[config.mk]
export PLATFORM = sky130hd
export DESIGN_NAME = wb_scoreboard_arbiter
export DESIGN_NICKNAME = d
export VERILOG_FILES = /design/src/rtl/wb_scoreboard_arbiter.sv
export SDC_FILE = /design/constraint.sdc
export NUM_CORES = 1
export LEC_CHECK = 0
export CAP_MARGIN = 15
export CORE_MARGIN = 5
export CORE_UTILIZATION = 38
export CTS_CLUSTER_DIAMETER = 60
export CTS_CLUSTER_SIZE = 10
export DETAILED_ROUTE_END_ITERATION = 8
export HOLD_SLACK_MARGIN = 0.12
export PLACE_DENSITY_LB_ADDON = 0.05
export RECOVER_POWER = 25
export SYNTH_ARGS = -nofsm -noshare
export SYNTH_HDL_FRONTEND = slang
export SYNTH_SLANG_ARGS = --single-unit
[constraint.sdc]
create_clock -name clk -period 5.6 [get_ports clk]
set_input_delay 1.12 -clock clk [delete_from_list [all_inputs] [get_ports clk]]
set_output_delay 1.12 -clock clk [all_outputs]
set_load 0.01 [all_outputs]
[src/rtl/wb_scoreboard_arbiter.sv]
// wb_scoreboard_arbiter: pending-write scoreboard with round-robin writeback arbitration onto the register file
module wb_scoreboard_arbiter #(
   parameter int NUM_WB = 3,
   parameter int xlen = 32
) (
   input  logic                   clk,
   input  logic                   rst_n,
   input  logic                   flush,
   input  logic                   iss_valid,
   input  logic                   iss_rs1_valid,
   input  logic [4:0]             iss_rs1,
   input  logic                   iss_rs2_valid,
   input  logic [4:0]             iss_rs2,
   input  logic                   iss_rd_valid,
   input  logic [4:0]             iss_rd,
   output logic                   iss_ready,
   input  logic [NUM_WB-1:0]      wb_valid,
   input  logic [NUM_WB*5-1:0]    wb_ad,
   input  logic [NUM_WB*xlen-1:0] wb_data,
   output logic [NUM_WB-1:0]      wb_ready,
   output logic                   rf_w_valid,
   output logic [4:0]             rf_w_ad,
   output logic [xlen-1:0]        rf_w_data,
   output logic [31:0]            pend_o
);
   localparam int PW = $clog2(NUM_WB);
   logic [31:0]         pend;
   logic [PW-1:0]       rr_ptr;
   logic [PW-1:0]       off;
   logic [PW-1:0]       gnt_idx;
   logic [PW:0]         sum;
   logic                gnt_any;
   logic [2*NUM_WB-1:0] dbl;
   logic [4:0]          gnt_ad;
   logic [31:0]         set_mask;
   logic [31:0]         clr_mask;
   assign pend_o = pend;
   // Hazard check uses registered pend only, so a clearing writeback is not bypassed
   assign iss_ready = !flush && !(iss_rs1_valid && pend[iss_rs1]) && !(iss_rs2_valid && pend[iss_rs2]) && !(iss_rd_valid && pend[iss_rd]);
   // Round-robin search: rotate requests so rr_ptr lands at bit 0, take the lowest set bit, map back
   always_comb begin
      dbl = {wb_valid, wb_valid} >> rr_ptr;
      gnt_any = 1'b0;
      off = '0;
      for (int k = NUM_WB - 1; k >= 0; k--) begin
         if (dbl[k]) begin
            gnt_any = 1'b1;
            off = PW'(k);
         end
      end
      sum = {1'b0, rr_ptr} + {1'b0, off};
      gnt_idx = (sum >= (PW+1)'(NUM_WB)) ? PW'(sum - (PW+1)'(NUM_WB)) : PW'(sum);
   end
   assign wb_ready = gnt_any ? (NUM_WB'(1) << gnt_idx) : '0;
   assign gnt_ad = wb_ad[5*gnt_idx +: 5];
   assign set_mask = (iss_valid && iss_ready && iss_rd_valid) ? (32'd1 << iss_rd) : 32'd0;
   assign clr_mask = gnt_any ? (32'd1 << gnt_ad) : 32'd0;
   // Scoreboard, arbitration pointer and registered register-file write port
   always_ff @(posedge clk) begin
      if (!rst_n) begin
         pend <= '0;
         rr_ptr <= '0;
         rf_w_valid <= 1'b0;
         rf_w_ad <= '0;
         rf_w_data <= '0;
      end else begin
         pend <= flush ? 32'd0 : (((pend & ~clr_mask) | set_mask) & ~32'd1);
         rf_w_valid <= gnt_any;
         if (gnt_any) begin
            rr_ptr <= (gnt_idx == PW'(NUM_WB - 1)) ? '0 : gnt_idx + 1'b1;
            rf_w_ad <= gnt_ad;
            rf_w_data <= wb_data[xlen*gnt_idx +: xlen];
         end
      end
   end
endmodule

==> key figures <==
Run status
  – Run status: finished, final reports clean

Timing
  – Number of pins with negative max-slew slack in the final report: 0
  – Maximum operating frequency: 186 MHz
  – Worst clock skew: 0.00490 ns
  – Count of endpoints failing hold in the final timing report: 0
  – Slew @ Worst Pin: 0.559 ns
  – Max-slew headroom: between 60 and 70%
  – Post-layout min period: between 5 and 6 ns
  – Setup slack of the critical path after layout: 0.211 ns
  – RSZ-0062 raised after global routing: no
  – Setup TNS: 0 ns
  – Worst Hold Margin: 0.494 ns
  – Tcrit/Tclk final: about 96%
  – Final setup fails: 0

Critical path
  – Crit path arrival time: around 4.3 ns
  – Critical-path maximum fanout: 5
  – CP Data Required Time: around 4.5 ns
  – Crit path largest cell delay: between 0.5 and 0.6 ns
  – Cell repeated most along the worst path: sky130_fd_sc_hd__clkdlybuf4s50_1
  – Reg2reg path depth: 16
  – Crit Path Category: primary input to output port
  – Endpoint kind of the worst setup timing path: output port
  – Critical Path Source Type: primary input
  – Slowest cell on the critical path: sky130_fd_sc_hd__fa_1
  – Cell-by-cell trace of the critical path: clkdlybuf4s50_1 -> buf_4 -> nor4b_1 -> a21oi_1 -> o32a_1 -> fa_1 -> inv_1 -> ha_1 -> nor2b_2 -> mux2_2 -> nand2_2 -> nor2_4 -> clkdlybuf4s50_1

CTS
  – Clk buf depth: 2
  – Buffers inserted by post-CTS timing repair: 0
  – H-tree lvl count: 3
  – Clock tree root driver cell: sky130_fd_sc_hd__clkbuf_16
  – Num CTS Buffers: 9
  – Clock transition at the register clock pins on the worst setup and hold paths after CTS: approximately 0.060 ns
  – CTS Hold Buffers Added: 0
  – Post-cts resize count: 1
  – CTS tree: done
  – Clock tree sinks: slightly above 70
  – Insertion delay to the later sink of the worst-skew pair: 0.33 ns

Pwr
  – Clock network fraction of design power: between 10% and 20%
  – Switching Fraction: 44.6%
  – LEAKAGE: around 2.7 nW
  – Proportion of power drawn by flip-flops and latches: 19.4%
  – Comb pwr share: roughly 65%
  – Sw Pwr: 1.57 mW
  – Final total power: 3.51 mW
  – Power Internal: around 1.9 mW
  – Total power per unit cell area: around 500 nW/um2
  – Maximum ir drop on the vdd rail: approximately 0.42 mV

Floorplanning
  – Number of primary I/O pins: 210
  – Die Span X: about 120 um
  – Die Outline Area: between 10000 and 15000 um2
  – Floorplan die height: 118 um
  – Standard cell core area: roughly 11000 um2
  – Cell Rows: 39
  – Initial core utilization: 38.7%

Synth
  – Most area-consuming cells after synthesis: sky130_fd_sc_hd__dfxtp_1 (32%), sky130_fd_sc_hd__mux2i_1 (6.8%), sky130_fd_sc_hd__mux4_2 (6.6%), sky130_fd_sc_hd__nand2_1 (6.6%), sky130_fd_sc_hd__o211ai_1 (5.5%)
  – Post-synth top area share: approximately a third
  – Synthesized instance count: a little over 500
  – Most repeated cell in the gate-level netlist after synthesis: sky130_fd_sc_hd__nand2_1
  – Flop and latch count out of synthesis: between 70 and 80
  – Synthesized area: 4410 um2
  – Average size of a mapped cell: between 8 and 9 um2
  – Sequential fraction of the synthesis area: roughly a third
  – Count of flip-flops with a built-in enable after synthesis: 0
  – Share of synthesized registers carrying an async set or reset: 0%
  – Largest area contributor in the netlist: sky130_fd_sc_hd__dfxtp_1
  – Yosys warning total: 0
  – Synthesized netlist net count: roughly 640
  – Dominant register cell in the synthesized netlist: sky130_fd_sc_hd__dfxtp_1
  – Count of different cell masters after synthesis: 52
  – Most common library cells after synthesis: sky130_fd_sc_hd__nand2_1 (78), sky130_fd_sc_hd__dfxtp_1 (71), sky130_fd_sc_hd__o21ai_0 (38), sky130_fd_sc_hd__o211ai_1 (32), sky130_fd_sc_hd__clkbuf_1 (31)

Job
  – Max-cap violation count: 0

Finish
  – Final core utilization: 61.7%
  – Nets@finish: between 800 and 900
  – Layout area overhead: 59.2%
  – Inserted Diodes: 0
  – Fill cell instance count of the final layout: roughly 1000
  – Fraction of layout cells with a size suffix above 1: between 10% and 20%

Detailed routing
  – Vias per Instance: 5.76
  – Number of nets with antenna violations after detailed routing: 0
  – Routed wire length: approximately 17000 um
  – DR vias: 4933
  – Per-cell routed wire length: about 20 um
  – DRT iter0 DRCs: 292
  – DRC violation count after routing: 0
  – First drt pass iteration count: 5

Global route
  – Global-route total usage across every layer: about a quarter
  – Residual overflow from global routing: 0
  – Initial antenna violation count: 3
  – Via count of the first global-routing pass: about 5100
  – Largest net degree at the start of global routing: 42
  – First-pass GRT wire length: between 20000 and 30000 um

Placement
  – HPWL Detailed: 13400 um
  – Port Buffers: 208
  – Worst slack at placement: -0.0225 ns
  – Final GP Congestion: approximately 0.9

Worst hold path
  – Type of the worst min-delay path: flip-flop to flip-flop
  – Worst hold path cell count: 1
-- worst max-delay path, delay by kind of cell --
kind,cells,cell delay [ns]
and+or+nand+nor,4,0.57
adders and majority gates,2,0.73
AOI/OAI and AO/OA,2,0.28
buffers and inverters,4,1.18
muxes,1,0.39
-- placed cells by master, fill, tap and decap left out, types with 14 or more instances in the layout --
cell and count:
sky130_fd_sc_hd__clkdlybuf4s50_1 171, sky130_fd_sc_hd__nand2_1 77, sky130_fd_sc_hd__dfxtp_1 71, sky130_fd_sc_hd__o21ai_0 37
sky130_fd_sc_hd__dlygate4sd3_1 35, sky130_fd_sc_hd__o211ai_1 32, sky130_fd_sc_hd__mux2i_1 30, sky130_fd_sc_hd__nor2b_1 25
sky130_fd_sc_hd__buf_4 24, sky130_fd_sc_hd__a21oi_1 23, sky130_fd_sc_hd__a221oi_1 20, sky130_fd_sc_hd__nand3_1 14
sky130_fd_sc_hd__o21ai_1 14
-- worst paths after layout --
path,from,end,slack (ns)
min reg2reg,rf_w_ad[3]$_SDFFE_PN0N_,rf_w_ad[3]$_SDFFE_PN0N_,0.49
max reg2reg,rr_ptr[0]$_SDFFE_PN0N_,pend_o[20]$_SDFF_PP0_,1.21
min,rf_w_ad[3]$_SDFFE_PN0N_,rf_w_ad[3]$_SDFFE_PN0N_,0.49
max,wb_valid[1],wb_ready[0],0.21
-- registers in the layout (all words and copies together), names as in the netlist --
signal,cells
rf_w_ad,5
pend_o,31
rr_ptr,2
rf_w_data,32
rf_w_valid,1
-- power by group through the flow --
stage	Clock (mW)	Sequential (mW)	Combinational [mW]
CTS	0.578	0.685	2.29
floorplan	0	0.729	1.35
global placement	0	0.688	2.25
finish	0.567	0.681	2.27
detailed placement	0	0.691	2.29
global route	0.599	0.695	2.51
-- cell families after synthesis --
family	Yosys count	synth area share, %
fa+ha+maj	3	1.02
flops	71	32.3
other cells	1	0.0851
mux	52	17.1
buf+inv	43	4.15
simple gates	168	19.3
compound gates	166	26.1
-- metrics by stage --
step / cell area [um2] / cells
final: 7020 / 857
after CTS: 6990 / 857
after global placement: 6700 / 841
after global routing: 7020 / 857
after floorplan: 4410 / 504
after detailed placement: 6700 / 841
-- layout make-up --
class                   instances  area [um2]  share of cell area [%]
well taps                     143         179                    2.55
clock inverters                 6        60.1                   0.856
repair buffers                232        2260                    32.3
flip-flops and latches         71        1420                    20.3
multi-input cells             390        2830                    40.4
clock buffers                  10         239                    3.41
inverters                       5        18.8                   0.268
-- routing by layer --
metal,vias to the layer above,share of wire (%),global-route usage (%)
met4,6,3.3,11.4
met5,-,0.28,0
met1,2331,38,27.0
met2,227,49,40.7
li1,2322,-,-
met3,47,9.1,8.65
Power figures use the tool's default switching activity.
